### config.mk
export PLATFORM = sky130hd
export DESIGN_NAME = vga_driver
export DESIGN_NICKNAME = d
export VERILOG_FILES = /design/src/rtl/vga_driver.sv
export SDC_FILE = /design/constraint.sdc
export NUM_CORES = 1
export LEC_CHECK = 0
export BUFFER_PORTS_ARGS = -buffer_cell sky130_fd_sc_hd__buf_2
export CORE_UTILIZATION = 48
export DETAILED_ROUTE_END_ITERATION = 10
export PLACE_DENSITY = 0.89
export SETUP_SLACK_MARGIN = 0.05
export SLEW_MARGIN = 20
export SYNTH_ARGS = -nofsm -noshare
export SYNTH_HDL_FRONTEND = slang
export SYNTH_SLANG_ARGS = --single-unit
### constraint.sdc
create_clock -name vga_clk -period 2.1 [get_ports vga_clk]
set_input_delay 0.105 -clock vga_clk [delete_from_list [all_inputs] [get_ports vga_clk]]
set_output_delay 0.105 -clock vga_clk [all_outputs]
set_load 0.1 [all_outputs]
### src/rtl/vga_driver.sv
// VGA timing generator: free-running pixel/line counters, sync pulses, a pixel
// request one cycle ahead of the active window, and a per-frame start pulse.
module vga_driver #(
  parameter logic [9:0] H_SYNC  = 10'd96,
  parameter logic [9:0] H_BACK  = 10'd48,
  parameter logic [9:0] H_DISP  = 10'd640,
  parameter logic [9:0] H_FRONT = 10'd16,
  parameter logic [9:0] H_TOTAL = 10'd800,
  parameter logic [9:0] V_SYNC  = 10'd2,
  parameter logic [9:0] V_BACK  = 10'd33,
  parameter logic [9:0] V_DISP  = 10'd480,
  parameter logic [9:0] V_FRONT = 10'd10,
  parameter logic [9:0] V_TOTAL = 10'd525
) (
  input  logic        vga_clk,
  input  logic        sys_rst,
  input  logic [23:0] pixel_data,
  output logic        data_req,
  output logic [9:0]  pixel_xpos,
  output logic [9:0]  pixel_ypos,
  output logic        vga_hs,
  output logic        vga_vs,
  output logic        video_en,
  output logic [23:0] vga_rgb,
  output logic        frame_start
);

  // Window bounds are 11 bits wide so sums of 10-bit parameters cannot wrap.
  localparam logic [10:0] HActBeg = 11'(H_SYNC) + 11'(H_BACK);
  localparam logic [10:0] HActEnd = HActBeg + 11'(H_DISP);
  localparam logic [10:0] HReqBeg = HActBeg - 11'd1;
  localparam logic [10:0] HReqEnd = HActEnd - 11'd1;
  localparam logic [10:0] VActBeg = 11'(V_SYNC) + 11'(V_BACK);
  localparam logic [10:0] VActEnd = VActBeg + 11'(V_DISP);
  localparam logic [9:0]  HReqOff = 10'(HReqBeg);
  localparam logic [9:0]  VActOff = 10'(VActBeg);
  // A total of 1024 reads as 0 in ten bits; subtracting one still yields 1023.
  localparam logic [9:0]  HLast   = H_TOTAL - 10'd1;
  localparam logic [9:0]  VLast   = V_TOTAL - 10'd1;

  logic [9:0]  cnt_h_q, cnt_h_d;
  logic [9:0]  cnt_v_q, cnt_v_d;
  logic        frame_start_q, frame_start_d;
  logic        line_end, frame_end;
  logic [10:0] cnt_h_x, cnt_v_x;
  logic        h_act, h_req, v_act;

  always_comb begin
    line_end      = (cnt_h_q == HLast);
    frame_end     = line_end && (cnt_v_q == VLast);
    cnt_h_d       = line_end ? 10'd0 : cnt_h_q + 10'd1;
    cnt_v_d       = cnt_v_q;
    if (line_end) begin
      cnt_v_d = (cnt_v_q == VLast) ? 10'd0 : cnt_v_q + 10'd1;
    end
    frame_start_d = frame_end;
  end

  always_ff @(posedge vga_clk) begin
    if (sys_rst) begin
      cnt_h_q       <= 10'd0;
      cnt_v_q       <= 10'd0;
      frame_start_q <= 1'b0;
    end else begin
      cnt_h_q       <= cnt_h_d;
      cnt_v_q       <= cnt_v_d;
      frame_start_q <= frame_start_d;
    end
  end

  always_comb begin
    cnt_h_x     = {1'b0, cnt_h_q};
    cnt_v_x     = {1'b0, cnt_v_q};
    h_act       = (cnt_h_x >= HActBeg) && (cnt_h_x < HActEnd);
    h_req       = (cnt_h_x >= HReqBeg) && (cnt_h_x < HReqEnd);
    v_act       = (cnt_v_x >= VActBeg) && (cnt_v_x < VActEnd);

    vga_hs      = (cnt_h_q >= H_SYNC);
    vga_vs      = (cnt_v_q >= V_SYNC);
    video_en    = h_act && v_act;
    data_req    = h_req && v_act;
    pixel_xpos  = data_req ? (cnt_h_q - HReqOff) : 10'd0;
    pixel_ypos  = data_req ? (cnt_v_q - VActOff) : 10'd0;
    // Blanking is forced black whatever the pixel generator drives.
    vga_rgb     = video_en ? pixel_data : 24'h000000;
    frame_start = frame_start_q;
  end

endmodule

==> metrics.md, run 1 <==
| Metric | Value |
|---|---|
| Count of H-tree levels built during CTS | `1` |
| Number of storage elements in the synthesis netlist | `21` |
| Stage where the run ended | `clock tree synthesis` |
| Synthesized netlist cell count | `226` |
| Proportion of synthesized chip area in sequential cells | `23.9%` |
| Post-CTS setup buffer count | `17` |
| Post-placement setup slack | `0.00908 ns` |
| Effective utilization at floorplan | `51.6%` |
| Cts hold-fix bufs | `0` |
| HPWL reported at the end of detailed placement | `6230 um` |
| CTS Buffer Depth | `2` |
| Clk Tree Root Cell | `clkbuf_4` |
| Post-synth EDFFs | `0` |
| Predominant post-synthesis flop cell | `dfxtp_1` |
| Synthesized area per cell | `7.80 um2` |
| Number of rows created at floorplan | `21` |
| Top-level I/O count | `75` |
| Post-synth top area share | `23.9%` |
| Synthesized net count | `257` |
| Outcome | `stopped before the end` |
| Post-synth top area cell | `dfxtp_1` |
| Yosys warning count | `0` |
| Total standard cell area after synthesis | `0.00176 mm2` |
| Count of cells resized by post-cts repair | `40` |
| Number of buffer cells added on primary ports | `74` |
| Number of buffers inserted during clock tree synthesis | `3` |
| Vertical die dimension | `62.6 um` |
| Global placement routability congestion | `0.901` |
| Tool error | `[ERROR DPL-0038] Utilization greater than 100%, impossible to legalize` |
| Total instance count after detailed placement | `345` |
| Die boundary width | `62.6 um` |
| Top post-synthesis cells by area | `dfxtp_1, and2_1, nor3_1` |
| Sinks on Clock Net | `21` |
| Async set-or-reset flop fraction in the synthesized netlist | `0%` |
| Number of unique standard cell types used by synthesis | `45` |
-- kinds of logic after synthesis --
| group | synth area share, % |
|---|---|
| and+or+nand+nor | 39.6 |
| buffers and inverters | 9.59 |
| adders and majority gates | 3.55 |
| AOI/OAI and AO/OA | 12.9 |
| xor gates and xnor gates | 9.94 |
| muxes | 0.568 |
| DFF | 23.9 |
-- metrics by stage --
stage	area, um2	hold slack (ns)
after detailed placement	3260	0.410
after floorplan	2150	0.341
after global placement	3260	0.393
-- synthesized netlist by cell type, types with 3 or more instances --
master,instances
nand2_1,11
nor2_1,18
and4_1,3
buf_6,5
a21oi_1,11
ha_1,5
inv_1,6
o31ai_1,3
nand4_1,5
nand3_1,12
nor3_1,26
xor2_1,7
or4_1,3
clkbuf_1,3
buf_2,12
and2_1,24
xnor2_1,13
dfxtp_1,21
nor4_1,3
o21ai_0,3
==> run 2, diff against run 1 <==
--- a/config.mk
+++ b/config.mk
@@ -6,10 +6,9 @@
 export NUM_CORES = 1
 export LEC_CHECK = 0
 export BUFFER_PORTS_ARGS = -buffer_cell sky130_fd_sc_hd__buf_2
-export CORE_UTILIZATION = 48
+export CORE_UTILIZATION = 40
 export DETAILED_ROUTE_END_ITERATION = 10
-export PLACE_DENSITY = 0.89
-export SETUP_SLACK_MARGIN = 0.05
+export PLACE_DENSITY_LB_ADDON = 0.15
 export SLEW_MARGIN = 20
 export SYNTH_ARGS = -nofsm -noshare
 export SYNTH_HDL_FRONTEND = slang
==> run 2 against run 1 <==
Effect of this change:
- the flow now finishes, with violations (setup timing)
- synthesized cell count stayed put
- area after synthesis stayed put
==> metrics.md, run 2 <==
| Metric | Value |
|---|---|
| Finish-stage setup viols | `44` |
| Final critical path time including I/O delays and setup | `2.34 ns` |
| Clock slew seen by the registers of the worst setup and hold paths | `0.09 ns` |
| Sinks on Clock Net | `21` |
| Proportion of synthesized chip area in sequential cells | `23.9%` |
| Top-level I/O count | `75` |
| Count of H-tree levels built during CTS | `1` |
| Vertical die dimension | `68.4 um` |
| Endpoints failing hold | `0` |
| Detail-routed via count per cell | `6.26` |
| Footprint of the multi-input gates | `0.00158 mm2` |
| Number of buffer cells added on primary ports | `74` |
| HPWL reported at the end of detailed placement | `4550 um` |
| Synthesized area per cell | `7.80 um2` |
| Commonest cells in the netlist | `nor3_1, and2_1, dfxtp_1` |
| Filler cell count | `145` |
| Total instance count after detailed placement | `347` |
| Layout overhead on the synthesized area | `108%` |
| Yosys warning count | `0` |
| CTS Buffer Depth | `2` |
| Residual DRC count | `0` |
| Number of unique standard cell types used by synthesis | `45` |
| Critical Path AT | `2.23 ns` |
| Worst voltage drop across the vdd grid | `384 uV` |
| Final period utilization | `111%` |
| Top post-synthesis cells by area | `dfxtp_1, and2_1, nor3_1` |
| Failing checks | `setup timing` |
| Synthesized net count | `257` |
| Post-synth EDFFs | `0` |
| Kind of launch point of the worst setup path | `flip-flop` |
| Layout Nets | `359` |
| Number of storage elements in the synthesis netlist | `21` |
| Outcome | `finished with violations` |
| Final sum of negative setup slack | `-6.31 ns` |
| Total standard cell area after synthesis | `0.00176 mm2` |
| Required time at the worst-slack endpoint | `2.00 ns` |
| Worst Setup End Kind | `output port` |
| Via count of the routed design | `2359` |
| Initial antenna violation count | `0` |
| Post-synth top area cell | `dfxtp_1` |
| Max Clock Skew | `0.00820 ns` |
| Clock latency on the worst-skew pair | `0.26 ns` |
| Area of the placeable core | `0.00412 mm2` |
| Final total power | `0.752 mW` |
| Die boundary width | `68.4 um` |
| TritonCTS clock tree | `yes` |
| Number of rows created at floorplan | `23` |
| Predominant post-synthesis flop cell | `dfxtp_1` |
| Total inserted antenna cells | `0` |
| Sequential cell area | `447 um2` |
| Most frequent cell after synthesis | `nor3_1` |
| Maximum clock frequency | `428 MHz` |
| Total length of routed wires | `9210 um` |
| Synthesized netlist cell count | `226` |
| Post-placement setup slack | `0.0904 ns` |
| Final critical-path setup slack | `-0.238 ns` |
| Die ar. | `0.00467 mm2` |
| Total count of max-transition violations in the final report | `0` |
| Non-filler cells, final | `377` |
| RSZ-0062 raised after global routing | `true` |
| DRC marker count from the first detailed-route iteration | `241` |
| Instance area at placement | `0.00326 mm2` |
| Slew at the pin closest to its max-slew limit | `0.531 ns` |
| Max-cap violations | `0` |
| Global placement routability congestion | `0.866` |
| Clk Tree Root Cell | `clkbuf_8` |
| Leading cell types in the layout, fill and taps excluded | `buf_12, buf_4, buf_2` |
| Largest fanout on the critical path | `6` |
| Remaining global-route overflow | `0` |
| Most common cell after layout, fill and taps aside | `buf_12` |
| Lkg Pwr | `1.52 nW` |
| Non-Filler Cell Area, Final | `0.00367 mm2` |
| Vias in the first global route | `2230` |
| Wire per inst | `24.4 um` |
| Class of the tightest hold or removal check | `in -> reg` |
| Number of buffers inserted during clock tree synthesis | `3` |
| First-pass GRT wire length | `12000 um` |
| DRT Pass-1 Iters | `5` |
| Post-synth top area share | `23.9%` |
| Crit Path Class | `reg -> out` |
| Maximum number of pins on one net before global-route repair | `14` |
| Async set-or-reset flop fraction in the synthesized netlist | `0%` |
| Total power density per cell area | `205 mW/mm2` |
| Layout cell share with drive strength beyond 1 | `60.9%` |
| Antenna-violating nets left | `0` |
| Total GRT Usage | `35.9%` |
| Slew Limit Headroom | `64.4%` |
| Effective utilization at floorplan | `42.8%` |
-- run 2: cell counts after synthesis --
No cell type changed its count.
-- run 2: path summary, 6_finish.rpt --
| check | from | to | slack, ns | cells after the start |
|---|---|---|---|---|
| setup / recovery | cnt_v_q[6]$_SDFFE_PP0N_ | vga_rgb[9] | -0.24 | 7 |
| hold / removal | sys_rst | cnt_h_q[4]$_SDFF_PP0_ | 0.15 | 2 |
| setup reg to reg | cnt_h_q[8]$_SDFF_PP0_ | cnt_v_q[5]$_SDFFE_PP0N_ | 0.16 | 4 |
| hold reg to reg | cnt_v_q[8]$_SDFFE_PP0N_ | cnt_v_q[8]$_SDFFE_PP0N_ | 0.56 | 2 |
-- run 2: through the flow --
stage               util, %  hold WS (ns)
floorplan                 -         0.341
global placement       79.3         0.400
detailed placement     79.3         0.409
CTS                    86.8         0.139
global route           89.2         0.150
finish                 89.2         0.150
-- run 2: per-layer routing --
layer,GRT usage [%],vias to the layer above,share of wire [%]
met3,11.0,56,11
met5,0,-,0
met2,62.4,227,49
li1,-,993,-
met4,23.7,0,6.5
met1,36.8,1083,34
-- run 2: area by class of cell --
| class | instances | share of cell area (%) |
|---|---|---|
| multi-input combinational | 176 | 43.1 |
| tap | 50 | 1.70 |
| sequential | 21 | 12.2 |
| clock buffer | 4 | 1.23 |
| inverter | 7 | 0.716 |
| timing repair buffer | 119 | 41.1 |
-- run 2: cell families after synthesis --
group	share of synthesized area (%)
XOR/XNOR	9.94
AO/OA/AOI/OAI	12.9
flip-flops	23.9
buffers and inverters	9.59
adder cells (fa/ha/maj)	3.55
multiplexers	0.568
AND/OR/NAND/NOR	39.6
-- run 2: report_power, final --
group / internal [mW] / switching [mW]
Combinational: 0.0299 / 0.0384
Clock: 0.135 / 0.142
Sequential: 0.399 / 0.00837
Total: 0.564 / 0.188
-- run 2: worst max-delay path, stage by stage, from the launching register on --
cell and delay (ns):
dfxtp_2 0.38, nor4_4 0.36, nand3_2 0.19, a221oi_4 0.40, buf_6 0.18, buf_16 0.11, and2_4 0.16, buf_12 0.17
-- run 2: repair_timing --
action	CTS	global route
resized for setup	31	18
hold buffers	0	0
pin swaps	10	33
endpoints found under the hold margin	0	0
setup buffers	19	7
gates cloned	2	2
setup endpoints to repair	45	46
Power figures use the tool's default switching activity.
